==> src/rtl/bb_msg_scheduler.sv <==
// Bounding-box message scheduler: every MSG_INTERVAL frames it snapshots the per-colour boxes and streams header/TL/BR words plus an "EF" trailer.
// Optional build macro BB_MSG_SKIP_EMPTY_EN drops enabled colours whose box is empty (left > right or top > bottom).
module bb_msg_scheduler #(
    parameter int NUM_COLOURS  = 5,
    parameter int MSG_INTERVAL = 6,
    parameter int BUF_MAX      = 256
) (
    input  logic                      clk,
    input  logic                      rst,
    input  logic                      frame_done,
    input  logic [NUM_COLOURS*44-1:0] bbox_in,
    input  logic [NUM_COLOURS-1:0]    colour_en,
    input  logic                      flush,
    input  logic [7:0]                buf_size,
    output logic                      buf_wr,
    output logic [31:0]               buf_data,
    output logic                      busy,
    output logic [7:0]                dropped
);
    localparam int CI_W = (NUM_COLOURS > 1) ? $clog2(NUM_COLOURS) : 1;
    localparam logic [8:0] HDR_LIM = 9'(BUF_MAX - 5);
    localparam logic [8:0] TRL_LIM = 9'(BUF_MAX - 2);

    typedef enum logic [2:0] {IDLE, HDR, TL, BR, GAP, TRL} state_t;

    state_t                    state, state_nxt;
    logic [CI_W-1:0]           ci, ci_nxt, ci_v;
    logic [7:0]                fcnt, fcnt_nxt, seq, seq_nxt, dropped_nxt;
    logic                      wr_nxt;
    logic [31:0]               data_nxt;
    logic [NUM_COLOURS*44-1:0] bbox_q, bbox_v;
    logic [NUM_COLOURS-1:0]    en_q, en_v, en_live;
    logic [43:0]               box;
    logic                      start, more;
    logic                      room_hdr, room_trl;

    function automatic logic [7:0] sat_inc8(input logic [7:0] v);
        return (v == 8'hFF) ? v : v + 8'd1;
    endfunction

`ifdef BB_MSG_SKIP_EMPTY_EN
    function automatic logic box_empty(input logic [43:0] b);
        return (b[43:33] > b[32:22]) || (b[21:11] > b[10:0]);
    endfunction
`endif

    always_comb begin
        en_live = colour_en;
`ifdef BB_MSG_SKIP_EMPTY_EN
        for (int i = 0; i < NUM_COLOURS; i++)
            if (box_empty(bbox_in[44*i +: 44])) en_live[i] = 1'b0;
`endif
    end

    assign start    = frame_done && !flush && (state == IDLE) && (fcnt == 8'd0);
    assign room_hdr = {1'b0, buf_size} <= HDR_LIM;
    assign room_trl = {1'b0, buf_size} <= TRL_LIM;
    assign busy     = (state != IDLE);

    // The starting frame is evaluated as colour 0's header directly from the live
    // inputs so the first word is registered on the same edge that sees frame_done.
    always_comb begin
        en_v   = start ? en_live : en_q;
        bbox_v = start ? bbox_in : bbox_q;
        ci_v   = start ? '0 : ci;
        box    = bbox_v[44*int'(ci_v) +: 44];
        more   = 1'b0;
        for (int i = 0; i < NUM_COLOURS; i++)
            if (i > int'(ci_v) && en_v[i]) more = 1'b1;
    end

    always_comb begin
        state_nxt   = state;
        ci_nxt      = ci;
        fcnt_nxt    = fcnt;
        seq_nxt     = seq;
        dropped_nxt = dropped;
        wr_nxt      = 1'b0;
        data_nxt    = buf_data;

        if (frame_done && !flush) begin
            if (fcnt != 8'd0)       fcnt_nxt    = fcnt - 8'd1;
            else if (state == IDLE) fcnt_nxt    = 8'(MSG_INTERVAL - 1);
            else                    dropped_nxt = sat_inc8(dropped);
        end

        if (flush) begin
            state_nxt = IDLE;
            ci_nxt    = '0;
        end else if (start || state == HDR) begin
            ci_nxt = ci_v;
            if (!en_v[ci_v]) begin
                if (more) begin
                    ci_nxt    = ci_v + CI_W'(1);
                    state_nxt = HDR;
                end else begin
                    state_nxt = TRL;
                end
            end else if (room_hdr) begin
                wr_nxt    = 1'b1;
                data_nxt  = {8'h00, 8'h42, 8'h42, 8'h30 + 8'(ci_v)};
                state_nxt = TL;
            end else begin
                state_nxt = HDR;
            end
        end else begin
            case (state)
                TL: begin
                    wr_nxt    = 1'b1;
                    data_nxt  = {5'b0, box[43:33], 5'b0, box[21:11]};
                    state_nxt = BR;
                end
                BR: begin
                    wr_nxt    = 1'b1;
                    data_nxt  = {5'b0, box[32:22], 5'b0, box[10:0]};
                    state_nxt = GAP;
                end
                GAP: begin
                    if (more) begin
                        ci_nxt    = ci + CI_W'(1);
                        state_nxt = HDR;
                    end else begin
                        state_nxt = TRL;
                    end
                end
                TRL: begin
                    if (room_trl) begin
                        wr_nxt    = 1'b1;
                        data_nxt  = {8'h00, 8'h45, 8'h46, seq};
                        seq_nxt   = seq + 8'd1;
                        ci_nxt    = '0;
                        state_nxt = IDLE;
                    end
                end
                default: ;
            endcase
        end
    end

    always_ff @(posedge clk) begin
        if (rst) begin
            state    <= IDLE;
            ci       <= '0;
            fcnt     <= 8'd0;
            seq      <= 8'd0;
            dropped  <= 8'd0;
            buf_wr   <= 1'b0;
            buf_data <= 32'd0;
        end else begin
            state    <= state_nxt;
            ci       <= ci_nxt;
            fcnt     <= fcnt_nxt;
            seq      <= seq_nxt;
            dropped  <= dropped_nxt;
            buf_wr   <= wr_nxt;
            buf_data <= data_nxt;
        end
    end

    // Snapshot is pure data: only captured when a batch starts.
    always_ff @(posedge clk) begin
        if (start) begin
            bbox_q <= bbox_in;
            en_q   <= en_live;
        end
    end
endmodule

==> config.mk <==
export PLATFORM = sky130hd
export DESIGN_NAME = bb_msg_scheduler
export DESIGN_NICKNAME = d
export VERILOG_FILES = /design/src/rtl/bb_msg_scheduler.sv
export SDC_FILE = /design/constraint.sdc
export NUM_CORES = 1
export LEC_CHECK = 0
export CORE_MARGIN = 2
export CORE_UTILIZATION = 50
export DETAILED_ROUTE_END_ITERATION = 12
export PLACE_DENSITY = 0.85
export SLEW_MARGIN = 20
export SYNTH_ARGS = -nofsm -noshare
export SYNTH_HDL_FRONTEND = slang
export SYNTH_SLANG_ARGS = --single-unit
==> constraint.sdc <==
create_clock -name clk -period 2.7 [get_ports clk]
set_clock_uncertainty 0.1 [all_clocks]
set_input_delay 0.54 -clock clk [delete_from_list [all_inputs] [get_ports clk]]
set_output_delay 0.54 -clock clk [all_outputs]
set_load 0.1 [all_outputs]
==> flow_summary.json <==
{
  "clock_path_buffers": 3,
  "ys_seq_elements": 279,
  "setup_viol": 0,
  "outcome": "finished, final reports clean",
  "crit_type": "reg -> reg",
  "cp_cell_sequence": "inv_1, ha_1, nor3b_4, and4_4, nor3_2, buf_4, a32oi_1, o2bb2ai_1, o32ai_1",
  "critical-path-top-delay-family": "simple AND/OR/NAND/NOR gates",
  "slowest_stage": "nor3_2",
  "cts_tree": "yes",
  "synthDistinctLibCells": 69,
  "clkSlewWorstSetupHoldPaths_ps": 70,
  "dpl.hpwl_um": 27500,
  "period_share_pct": 94.3,
  "fill_cells": 1837,
  "grt_max_degree": 49,
  "fin_util_pct": 69.5,
  "min_path_type": "reg -> reg",
  "crit_start": "fcnt[0]$_SDFFE_PP0P_",
  "core_area_um2": 23600,
  "synthFlopType": "dfxtp_1",
  "clock-sinks": 279,
  "vias": 11700,
  "fin_ws_ps": 153,
  "slowest_delay_ps": 630,
  "grt_pass1_wl_um": 60000,
  "crit_required_ps": 3050,
  "hp-start": "bbox_q[162]$_DFF_P_",
  "peakVddDrop_mv": 0.521,
  "postSynthAreaPerCell_um2": 8.02,
  "relSlewSlack_pct": 47.7,
  "portBuffers": 269,
  "cts_buffers": 29,
  "clockRootBuffer": "clkbuf_16",
  "grt_pass1_vias": 11700,
  "synth_warnings": 0,
  "yosysSeqAreaShare_pct": 46.3,
  "grt_setup_unrepaired": "no",
  "vias_per_cell": 5.49,
  "cp_max_fo": 8,
  "pin_count": 279,
  "powerDensity_nw_per_um2": 993,
  "synthCells": 1505,
  "timing.max_cap.violations": 0,
  "die_w_um": 159,
  "synth_edf_count": 0,
  "cp.arrival_ps": 2900,
  "grt.overflow.total": 0,
  "cts_max_level": 1,
  "grt_util_all_layers_pct": 29.2,
  "synth_area_um2": 12100,
  "r2r-start": "fcnt[0]$_SDFFE_PP0P_",
  "drive_above_1_share_pct": 12.8,
  "row_count": 56,
  "dieArea_um2": 25400,
  "timing.fmax_ghz": 0.393,
  "dr.pass1.iters": 5,
  "p_leak_nw": 7.33,
  "drt_iter0_drc": 1174,
  "finalMaxSlewViolations": 0,
  "final_cell_mix": "nand2_1 (712), dfxtp_1 (277), clkdlybuf4s50_1 (236), buf_4 (108)",
  "syn_to_final_growth_pct": 36.0,
  "antenna_found_initial": 4,
  "wirelength_um": 38100,
  "gp_congestion": 0.959,
  "dpl_worst_slack_ps": -390,
  "crit_path_end_kind": "register",
  "cts_hold_buf": 0,
  "wl_per_cell_um": 17.9,
  "clock_latency_ps": 550,
  "ant_nets": 0,
  "finalNetCount": 2032,
  "async_flop_share_pct": 0,
  "finalHoldViolCount": 0,
  "min_period_ps": 2550,
  "drcViolationCount": 0,
  "tightest_slew_ps": 778,
  "die_h_um": 159,
  "cp_num_buf_inv": 2,
  "start_kind": "register",
  "start_util_pct": 51.1,
  "final_common_cell": "nand2_1"
}
-- worst register-to-register path, delay by kind of cell (launching register included) --
| kind | cells | cell delay (ps) |
|---|---|---|
| AOI/OAI and AO/OA | 3 | 420 |
| adders and majority gates | 1 | 200 |
| and+or+nand+nor | 3 | 1040 |
| DFF | 1 | 380 |
| buffers and inverters | 2 | 330 |
-- area by class of cell --
| class | count | area (µm²) | share of cell area (%) |
|---|---|---|---|
| Multi-Input combinational cell | 1110 | 5940 | 36.2 |
| Sequential cell | 279 | 5590 | 34.1 |
| Timing Repair Buffer | 352 | 3330 | 20.3 |
| Clock buffer | 42 | 855 | 5.21 |
| Tap cell | 319 | 399 | 2.43 |
| Clock inverter | 11 | 210 | 1.28 |
| Inverter | 18 | 67.6 | 0.412 |
| Antenna cell | 4 | 10.0 | 0.0610 |
-- sequential cells by signal (all words and copies together), names as in the netlist --
register / count
dropped: 8
ci: 3
bbox_q: 220
en_q: 5
state: 3
seq: 8
buf_data: 23
fcnt: 8
buf_wr: 1
-- Yosys cell counts, types with 7 or more instances --
cell,number,area share [%]
nand2_1,712,22
dfxtp_1,279,46
buf_2,49,2.0
nor2_1,45,1.4
a21oi_1,44,1.8
clkbuf_1,41,1.3
mux4_2,35,6.5
o21ai_0,34,1.4
nor3_1,27,1.1
nand3_1,18,0.75
inv_1,17,0.53
mux2_2,15,1.4
a221o_1,13,1.1
a31oi_1,12,0.62
buf_4,11,0.68
xor2_1,11,0.80
a221oi_1,10,0.73
mux2i_1,9,0.75
nand4_1,8,0.41
a211oi_1,7,0.44
o2bb2ai_1,7,0.51
xnor2_1,7,0.51
-- final timing paths --
| kind | to | slack, ps | depth (start not counted) |
|---|---|---|---|
| setup / recovery | buf_data[0]$_SDFFE_PP0P_ | 150 | 9 |
| hold / removal | bbox_q[162]$_DFF_P_ | 340 | 2 |
| setup reg to reg | buf_data[0]$_SDFFE_PP0P_ | 150 | 9 |
| hold reg to reg | bbox_q[162]$_DFF_P_ | 340 | 2 |
-- logic make-up (layout without fill, tap and decap cells) --
family | count (synthesis) | in the layout | synth area share, %
flip-flops | 279 | 279 | 46.3
AND/OR/NAND/NOR | 843 | 843 | 28.2
AO/OA/AOI/OAI | 176 | 176 | 10.2
multiplexers | 59 | 59 | 8.68
adder cells (fa/ha/maj) | 5 | 5 | 0.519
other | 1 | 13 | 0.0311
XOR/XNOR | 18 | 18 | 1.31
buffers and inverters | 124 | 423 | 4.83
-- routing by layer --
metal | track usage (%) | vias up | share of wire (%)
met5 | 0 | - | 0
met4 | 13.8 | 0 | 4.9
met3 | 6.02 | 132 | 8.6
met2 | 49.1 | 594 | 47
met1 | 35.9 | 5441 | 39
li1 | - | 5548 | -
-- repair_timing --
| item | 4_1_cts | 5_1_grt |
|---|---|---|
| pin swaps | 0 | 0 |
| setup endpoints to repair | 1 | 4 |
| endpoints found under the hold margin | 0 | 0 |
| setup buffers | 0 | 0 |
| gates resized for setup | 1 | 1 |
| gates cloned | 0 | 0 |
-- through the flow --
| stage | cells | TNS (ps) | hold WS [ps] | power, mW | cell area [µm²] |
|---|---|---|---|---|---|
| global route | 2135 | 0 | 357 | 17.2 | 16400 |
| detailed placement | 2078 | -3280 | 329 | 11.8 | 15300 |
| CTS | 2131 | 0 | 339 | 16.3 | 16400 |
| floorplan | 1513 | 0 | 313 | 10.0 | 12100 |
| finish | 2135 | 0 | 337 | 16.3 | 16400 |
| global placement | 2078 | -2500 | 324 | 11.5 | 15300 |
-- power by group --
group	total, mW	switching, mW	leakage, nW	internal, mW
Sequential	6.72	0.912	2.32	5.81
Clock	4.42	1.66	0.526	2.76
Combinational	5.15	2.86	4.48	2.29
Total	16.3	5.43	7.33	10.9
Note: power is estimated with default switching activity, not from simulation.
